## src/rtl/ps2_pkg.sv

```systemverilog
// Shared PS/2 definitions: host-transmit FSM states, keyboard command bytes and
// the odd-parity / frame helpers used by the transmitter.
package ps2_pkg;

   typedef enum logic [2:0] {
      IDLE,
      INHIBIT,
      START,
      SEND,
      ACK,
      WAIT_IDLE
   } ps2_state_e;

   localparam logic [7:0] CMD_SET_LEDS = 8'hED;
   localparam logic [7:0] CMD_ECHO     = 8'hEE;
   localparam logic [7:0] CMD_RESET    = 8'hFF;

   function automatic logic odd_parity(input logic [7:0] d);
      return ~^d;
   endfunction

   // LSB first on the wire: start(0), d0..d7, parity, stop(1).
   function automatic logic [10:0] make_frame(input logic [7:0] d);
      return {1'b1, odd_parity(d), d, 1'b0};
   endfunction

endpackage

```

## src/rtl/ps2_line_sync.sv

```systemverilog
// Two-flop synchronizer plus falling-edge detect for the PS/2 clock and data lines.
// Sync outputs lag the raw line by 2 clk; a fall pulse is one cycle wide.
module ps2_line_sync (
   input  logic clk,
   input  logic rst,
   input  logic ps2_clk_i,
   input  logic ps2_data_i,
   output logic clk_sync_o,
   output logic data_sync_o,
   output logic clk_fall_o,
   output logic data_fall_o
);

   // [0],[1] synchronize; [2] is the previous synchronized value.
   logic [2:0] clk_sh_q;
   logic [2:0] data_sh_q;

   always_ff @(posedge clk) begin
      if (rst) begin
         clk_sh_q  <= '1;
         data_sh_q <= '1;
      end else begin
         clk_sh_q  <= {clk_sh_q[1:0], ps2_clk_i};
         data_sh_q <= {data_sh_q[1:0], ps2_data_i};
      end
   end

   assign clk_sync_o  = clk_sh_q[1];
   assign data_sync_o = data_sh_q[1];
   assign clk_fall_o  = clk_sh_q[2] & ~clk_sh_q[1];
   assign data_fall_o = data_sh_q[2] & ~data_sh_q[1];

endmodule

```

## src/rtl/ps2_host_tx.sv

```systemverilog
// PS/2 host-to-device transmitter: inhibit, start bit, 10 device-clocked bits, ACK check.
// Define PS2_TX_WATCHDOG_EN to abort with err when the device stops clocking.
module ps2_host_tx
   import ps2_pkg::*;
#(
   parameter int INHIBIT_CYCLES = 12_000,
   parameter int TIMEOUT_CYCLES = 200_000
) (
   input  logic       clk,
   input  logic       rst,
   input  logic [7:0] tx_data,
   input  logic       tx_valid,
   output logic       tx_ready,
   input  logic       ps2_clk_in,
   input  logic       ps2_data_in,
   output logic       ps2_clk_oe,
   output logic       ps2_data_oe,
   output logic       busy,
   output logic       done,
   output logic       err
);

   localparam int CNT_W = $clog2(INHIBIT_CYCLES + 1);

   if (INHIBIT_CYCLES < 2 || TIMEOUT_CYCLES < 2) begin : g_bad_params
      $error("ps2_host_tx: INHIBIT_CYCLES and TIMEOUT_CYCLES must be at least 2");
   end

   ps2_state_e       state_q, state_d;
   logic [10:0]      frame_q, frame_d;
   logic [CNT_W-1:0] cnt_q, cnt_d;
   logic [3:0]       bit_cnt_q, bit_cnt_d;
   logic             ack_q, ack_d;
   logic             tx_ready_q, tx_ready_d;
   logic             clk_oe_q, clk_oe_d;
   logic             data_oe_q, data_oe_d;
   logic             busy_q, busy_d;
   logic             done_q, done_d;
   logic             err_q, err_d;

   logic clk_sync, data_sync, clk_fall, data_fall_unused;
   logic timeout;

   ps2_line_sync u_sync (
      .clk         (clk),
      .rst         (rst),
      .ps2_clk_i   (ps2_clk_in),
      .ps2_data_i  (ps2_data_in),
      .clk_sync_o  (clk_sync),
      .data_sync_o (data_sync),
      .clk_fall_o  (clk_fall),
      .data_fall_o (data_fall_unused)
   );

`ifdef PS2_TX_WATCHDOG_EN
   localparam int WD_W = $clog2(TIMEOUT_CYCLES + 1);
   logic [WD_W-1:0] wd_q;
   logic            wd_armed;

   assign wd_armed = (state_q == SEND) || (state_q == ACK) || (state_q == WAIT_IDLE);

   always_ff @(posedge clk) begin
      if (rst || clk_fall || (state_d != state_q)) begin
         wd_q <= '0;
      end else if (wd_armed) begin
         wd_q <= wd_q + 1'b1;
      end
   end

   assign timeout = wd_armed && (wd_q == WD_W'(TIMEOUT_CYCLES - 1));
`else
   assign timeout = 1'b0;
`endif

   always_comb begin
      state_d   = state_q;
      frame_d   = frame_q;
      cnt_d     = cnt_q;
      bit_cnt_d = bit_cnt_q;
      ack_d     = ack_q;
      clk_oe_d  = clk_oe_q;
      data_oe_d = data_oe_q;
      busy_d    = busy_q;
      done_d    = 1'b0;
      err_d     = 1'b0;

      unique case (state_q)
         IDLE: begin
            if (tx_valid && tx_ready_q) begin
               frame_d  = make_frame(tx_data);
               cnt_d    = '0;
               busy_d   = 1'b1;
               clk_oe_d = 1'b1;
               state_d  = INHIBIT;
            end
         end
         INHIBIT: begin
            // Device clock edges here are our own inhibit pulse or contention: ignored.
            if (cnt_q == CNT_W'(INHIBIT_CYCLES - 1)) begin
               data_oe_d = ~frame_q[0];
               state_d   = START;
            end else begin
               cnt_d = cnt_q + 1'b1;
            end
         end
         START: begin
            clk_oe_d  = 1'b0;
            frame_d   = {1'b0, frame_q[10:1]};
            bit_cnt_d = '0;
            state_d   = SEND;
         end
         SEND: begin
            if (clk_fall) begin
               data_oe_d = ~frame_q[0];
               frame_d   = {1'b0, frame_q[10:1]};
               bit_cnt_d = bit_cnt_q + 4'd1;
               if (bit_cnt_q == 4'd9) begin
                  state_d = ACK;
               end
            end
         end
         ACK: begin
            if (clk_fall) begin
               ack_d   = ~data_sync;
               state_d = WAIT_IDLE;
            end
         end
         WAIT_IDLE: begin
            if (clk_sync && data_sync) begin
               done_d  = ack_q;
               err_d   = ~ack_q;
               busy_d  = 1'b0;
               state_d = IDLE;
            end
         end
         default: state_d = IDLE;
      endcase

      if (timeout) begin
         clk_oe_d  = 1'b0;
         data_oe_d = 1'b0;
         busy_d    = 1'b0;
         done_d    = 1'b0;
         err_d     = 1'b1;
         state_d   = IDLE;
      end

      tx_ready_d = (state_d == IDLE);
   end

   always_ff @(posedge clk) begin
      if (rst) begin
         state_q    <= IDLE;
         frame_q    <= '0;
         cnt_q      <= '0;
         bit_cnt_q  <= '0;
         ack_q      <= 1'b0;
         tx_ready_q <= 1'b0;
         clk_oe_q   <= 1'b0;
         data_oe_q  <= 1'b0;
         busy_q     <= 1'b0;
         done_q     <= 1'b0;
         err_q      <= 1'b0;
      end else begin
         state_q    <= state_d;
         frame_q    <= frame_d;
         cnt_q      <= cnt_d;
         bit_cnt_q  <= bit_cnt_d;
         ack_q      <= ack_d;
         tx_ready_q <= tx_ready_d;
         clk_oe_q   <= clk_oe_d;
         data_oe_q  <= data_oe_d;
         busy_q     <= busy_d;
         done_q     <= done_d;
         err_q      <= err_d;
      end
   end

   assign tx_ready    = tx_ready_q;
   assign ps2_clk_oe  = clk_oe_q;
   assign ps2_data_oe = data_oe_q;
   assign busy        = busy_q;
   assign done        = done_q;
   assign err         = err_q;

endmodule

```

## config.mk

```make
export PLATFORM = sky130hd
export DESIGN_NAME = ps2_host_tx
export DESIGN_NICKNAME = d
export VERILOG_FILES = /design/src/rtl/ps2_pkg.sv /design/src/rtl/ps2_line_sync.sv /design/src/rtl/ps2_host_tx.sv
export SDC_FILE = /design/constraint.sdc
export NUM_CORES = 1
export LEC_CHECK = 0
export CAP_MARGIN = 15
export CORE_MARGIN = 1.5
export CORE_UTILIZATION = 25
export CTS_CLUSTER_SIZE = 14
export DETAILED_ROUTE_END_ITERATION = 16
export PLACE_DENSITY = 0.51
export SETUP_SLACK_MARGIN = 0.3
export SLEW_MARGIN = 10
export SYNTH_ARGS = -nofsm -noshare
export SYNTH_HDL_FRONTEND = slang
export SYNTH_SLANG_ARGS = --single-unit
```

## constraint.sdc

```tcl
create_clock -name clk -period 5 [get_ports clk]
set_clock_uncertainty 0.2 [all_clocks]
set_input_delay 1 -clock clk [delete_from_list [all_inputs] [get_ports clk]]
set_output_delay 1 -clock clk [all_outputs]
set_load 0.005 [all_outputs]
```

======== Word-level counts from Yosys, hierarchy flattened ========
Index checks and enable logic that the tools add are counted.
operators by class
  add/subtract/negate cells ............... 2
  equal/unequal tests ..................... 12
  multiplexer cells ....................... 22
  bitwise logic cells ..................... 7
  reductions and logical operators ........ 19
operator list
  kind                                                 number
  one-hot mux 11 bit (3 select lines)                  1
  two-way mux 14 bit                                   2
  one-hot mux 14 bit (2 select lines)                  1
  two-way mux 11 bit                                   2
  two-way mux 3 bit                                    6
  one-hot mux 3 bit (6 select lines)                   1
  adder 14 x 1 -> 14 bit, second input constant        1
  equality test 14 bit, second input constant          1
  AND reduction 3 bit                                  4
  != test 2 bit, second input constant                 5
  nonzero test 2 bit                                   5
  one-hot mux 4 bit (2 select lines)                   1
  XNOR reduction 8 bit                                 1
  equality test 3 x 2 -> 1 bit, second input constant  2
  equality test 3 bit, second input constant           2
  zero test 3 bit                                      2
  inverter 1 bit                                       6
  one-hot mux 1 bit (2 select lines)                   3
  AND reduction 2 bit                                  3
  adder 4 x 1 -> 4 bit, second input constant          1
  equality test 4 bit, second input constant           1
  two-way mux 1 bit                                    4
  two-way mux 4 bit                                    1
  equality test 3 x 1 -> 1 bit, second input constant  1
  4 further kinds                                      5
storage, ports and cells
  bits in registers ....................... 44
  output and inout port bits .............. 6
  word-level logic and storage cells ...... 75

======== Longest topological paths before layout ========
  depth after elaboration ................. 5
  depth in mapped cells ................... 7

======== Hierarchy ========
From an unflattened synthesis, not the netlist that was laid out.
unflattened totals
  cell total of the unflattened synthesis .. 234
  area total of the unflattened synthesis .. 1986.9 µm²
modules (own cells, without submodules)
  module         instances  cells each  area an instance (µm²)
  ps2_host_tx    1          220         1816.7
  ps2_line_sync  1          14          170.2

======== Worst setup path before layout ========
Ideal clock, no wire load.
  path kind ............................... input port to flip-flop
  start ................................... input port tx_valid
  end ..................................... register cnt_q[12]
  arrival time ............................ 1.746 ns
  required time ........................... 4.683 ns
  setup slack ............................. 2.937 ns
  stages on the path ...................... 5
  cells stage by stage .................... a21oi_1 > and4b_1 > nand4_1 > xor2_1 > nor2_1
on the way
  word-level cells in the longest chain between the ends .. 3
ends and longest elaborated chain
  element                        line                source
  start, declared                ps2_host_tx.sv:12   input logic tx_valid,
  logical AND 1 bit              ps2_host_tx.sv:89   if (tx_valid && tx_ready_q) begin
  != test 2 bit (no line)        -
  AND reduction 3 bit (no line)  -
  end signal, assigned           ps2_host_tx.sv:167  cnt_q <= cnt_d;
  end, declared                  ps2_host_tx.sv:31   logic [CNT_W-1:0] cnt_q, cnt_d;
No other way between the ends.
A chain may end at the register's enable or synchronous reset.

======== Worst setup path in the final report ========
  start ................................... input port tx_valid
  end ..................................... register frame_q[0]
on the way
  word-level cells in the longest chain between the ends .. 3
ends and longest elaborated chain
  element                        line                source
  logical AND 1 bit              ps2_host_tx.sv:89
  != test 2 bit (no line)        -
  AND reduction 3 bit (no line)  -
  end signal, assigned           ps2_host_tx.sv:166  frame_q <= frame_d;
  end, declared                  ps2_host_tx.sv:30   logic [10:0] frame_q, frame_d;
No other way between the ends.

==> results.cfg <==
[layout]
antenna_cells = 0
fill_cells = 837
post-route-util_pct = 30.7
nNetsFinal = 266
areaGrowthSynthToFinish_pct = 17.9
drive_gt1_share_pct = 8.37

[logic_synthesis]
yosysSeqAreaShare_pct = 43.6
synth_cell_types = 42
synthTopCellsByArea = dfxtp_1 44%, nor2_1 7.1%, nand2_1 5.8%
synth_async_sr_flop_share_pct = 0
netlist_area_sq_mm = 0.00202
syn_nets = 252
synth_flop_cell = dfxtp_1
yosysMostFrequentCell = dfxtp_1
synth_edf_count = 0
ys_warn_count = 0
avgSynthCellArea_sq_um = 8.56
yosysTopAreaCellShare_pct = 43.6
synth_top_area_cell = dfxtp_1
ys_ff_latch = 44
synth_cells = 236
synth_common_cells = 44 x dfxtp_1, 38 x nor2_1, 31 x nand2_1, 12 x a21oi_1, 11 x xor2_1

[setup_path]
crit_family = simple AND/OR/NAND/NOR gates
path_class = primary input to register
regToRegSetupSlack_ns = 3.05
crit_slowest_cell = nor2_2
cpPeakStageDelay_ns = 0.58
cp.buffers_inverters = 1
path_cells = clkdlybuf4s50_1 -> a21oi_1 -> a2bb2oi_1 -> nor2_2 -> mux2i_1 -> nor2_1
critical_path_peak_fanout = 20
crit_arrival_ns = 2.68
endpoint_kind = register
required_ns = 4.98
start_kind = primary input

[floorplan]
die_width_um = 92.9
die_area_sq_mm = 0.00863
io_pins = 19
fp.dieH_um = 92.9
initial_core_util_pct = 26.0
coreArea_sq_mm = 0.00777
rows = 32

[clock_network]
insertion_delay_ns = 0.30
clkTransAtPathRegs_ns = 0.08
numCtsBuffers = 5
h-tree-depth = 2
cts_tree = done
post_cts_buffers = 0
cts_max_path_buffers = 2
clkSinkCount = 44
cts_root_buf = clkbuf_8
cts_hold_buf = 0
cts_resized = 0

[sta]
period_needed_ns = 2.69
setup_ws_ns = 2.31
rsz0062_at_grt = false
finalSetupViolCount = 0
post-route-period-util_pct = 53.9
slew_headroom_pct = 50.8
fmax_ghz = 0.371
slew_violations = 0
tns_ns = 0
hold_viol = 0
tightestPinTransition_ns = 0.738

[flow_run]
maxCapViolations = 0

[drt]
drc_errors = 0
drtAntennaViolNets = 0
dr.pass1.iters = 4
drt-total-wl_mm = 3.91
via_count = 1598
viasPerCell = 4.53
drt_first_iter_violations = 52
wl_per_cell_um = 11.1

[power_and_ir_drop]
power_per_cell_area_mw_per_mm2 = 301
p_leak_uw = 0.000874
vdd_drop_max_v = 0.000122
p_total_uw = 717

[grt]
grt_pass1_vias = 1506
grt_first_pass_wirelength_mm = 6.97
antenna_found_initial = 0
grt_overflow = 0
grt_start_max_net_pins = 33
grt_usage_pct = 10.1

[placement]
hpwl_mm = 2.76
gp_congestion = 0.750
portBuffers = 18
dp_slack_ns = 1.68

[run_status]
status = finished clean

[worst_hold_path]
hold_path.class = register to register
[worst register-to-register path, stage by stage (launching register included)]
cell and delay [ns]:
dfxtp_1 0.50, a2bb2oi_1 0.23, nor2_2 0.58, mux2i_1 0.27, nor2_1 0.05
[layer usage]
metal	track usage, %	routed length, um	vias to the layer above
met1	13.7	2050	739
met5	0	0	-
met4	4.17	59	0
met3	2.79	108	4
li1	-	-	837
met2	15.0	1690	18
[cells by family (layout without fill, tap and decap cells)]
logic type | after synthesis | after routing | share of synthesized area, %
buffers and inverters | 13 | 28 | 3.34
muxes | 1 | 1 | 0.495
AOI/OAI and AO/OA | 32 | 32 | 10.6
DFF | 44 | 44 | 43.6
xor gates and xnor gates | 20 | 20 | 8.67
and+or+nand+nor | 123 | 123 | 31.5
adders and majority gates | 3 | 3 | 1.86
[layout by cell type, fill, tap and decap left out, types with 8 or more instances in the layout]
cell type / synthesis / routed
nand3_1: 10 / 10
nor2_1: 38 / 37
xor2_1: 11 / 11
clkdlybuf4s50_1: 0 / 18
a311oi_1: 9 / 9
nand2_1: 31 / 31
dfxtp_1: 44 / 44
a21oi_1: 12 / 12
nand4_1: 8 / 8
xnor2_1: 9 / 9
[per-stage QoR]
step,cells,area [sq um],hold WS [ns]
after floorplan,236,2020,0.189
after global placement,345,2270,0.193
after detailed placement,345,2270,0.194
after CTS,353,2380,0.213
after global routing,353,2380,0.233
final,353,2380,0.211
[where the power goes]
group	internal [uW]	switching, uW
Clock	148	122
Combinational	35.8	34.7
Sequential	364	11.9
Total	548	168
[registers in the layout, indices dropped and copies added, names as in the netlist, 2 cells and up]
name and count:
cnt_q 14, frame_q 11, bit_cnt_q 4, state_q 3, u_sync.clk_sh_q 3, u_sync.data_sh_q 2
[path summary, 6_finish.rpt]
path | startpoint | to | cells after the start
max | tx_valid | frame_q[0] | 6
min | u_sync.clk_sh_q[0] | u_sync.clk_sh_q[1] | 1
max reg2reg | state_q[0] | frame_q[0] | 4
min reg2reg | u_sync.clk_sh_q[0] | u_sync.clk_sh_q[1] | 1
[layout make-up]
cell class | instances | area (sq um) | share of cell area (%)
clock buffer | 6 | 72.6 | 3.05
inverter | 1 | 3.75 | 0.158
clock inverter | 2 | 35.0 | 1.47
timing repair buffer | 19 | 188 | 7.88
multi-input combinational | 179 | 1070 | 45.1
sequential | 44 | 881 | 37.0
tap | 102 | 128 | 5.36
Power figures use the tool's default switching activity.
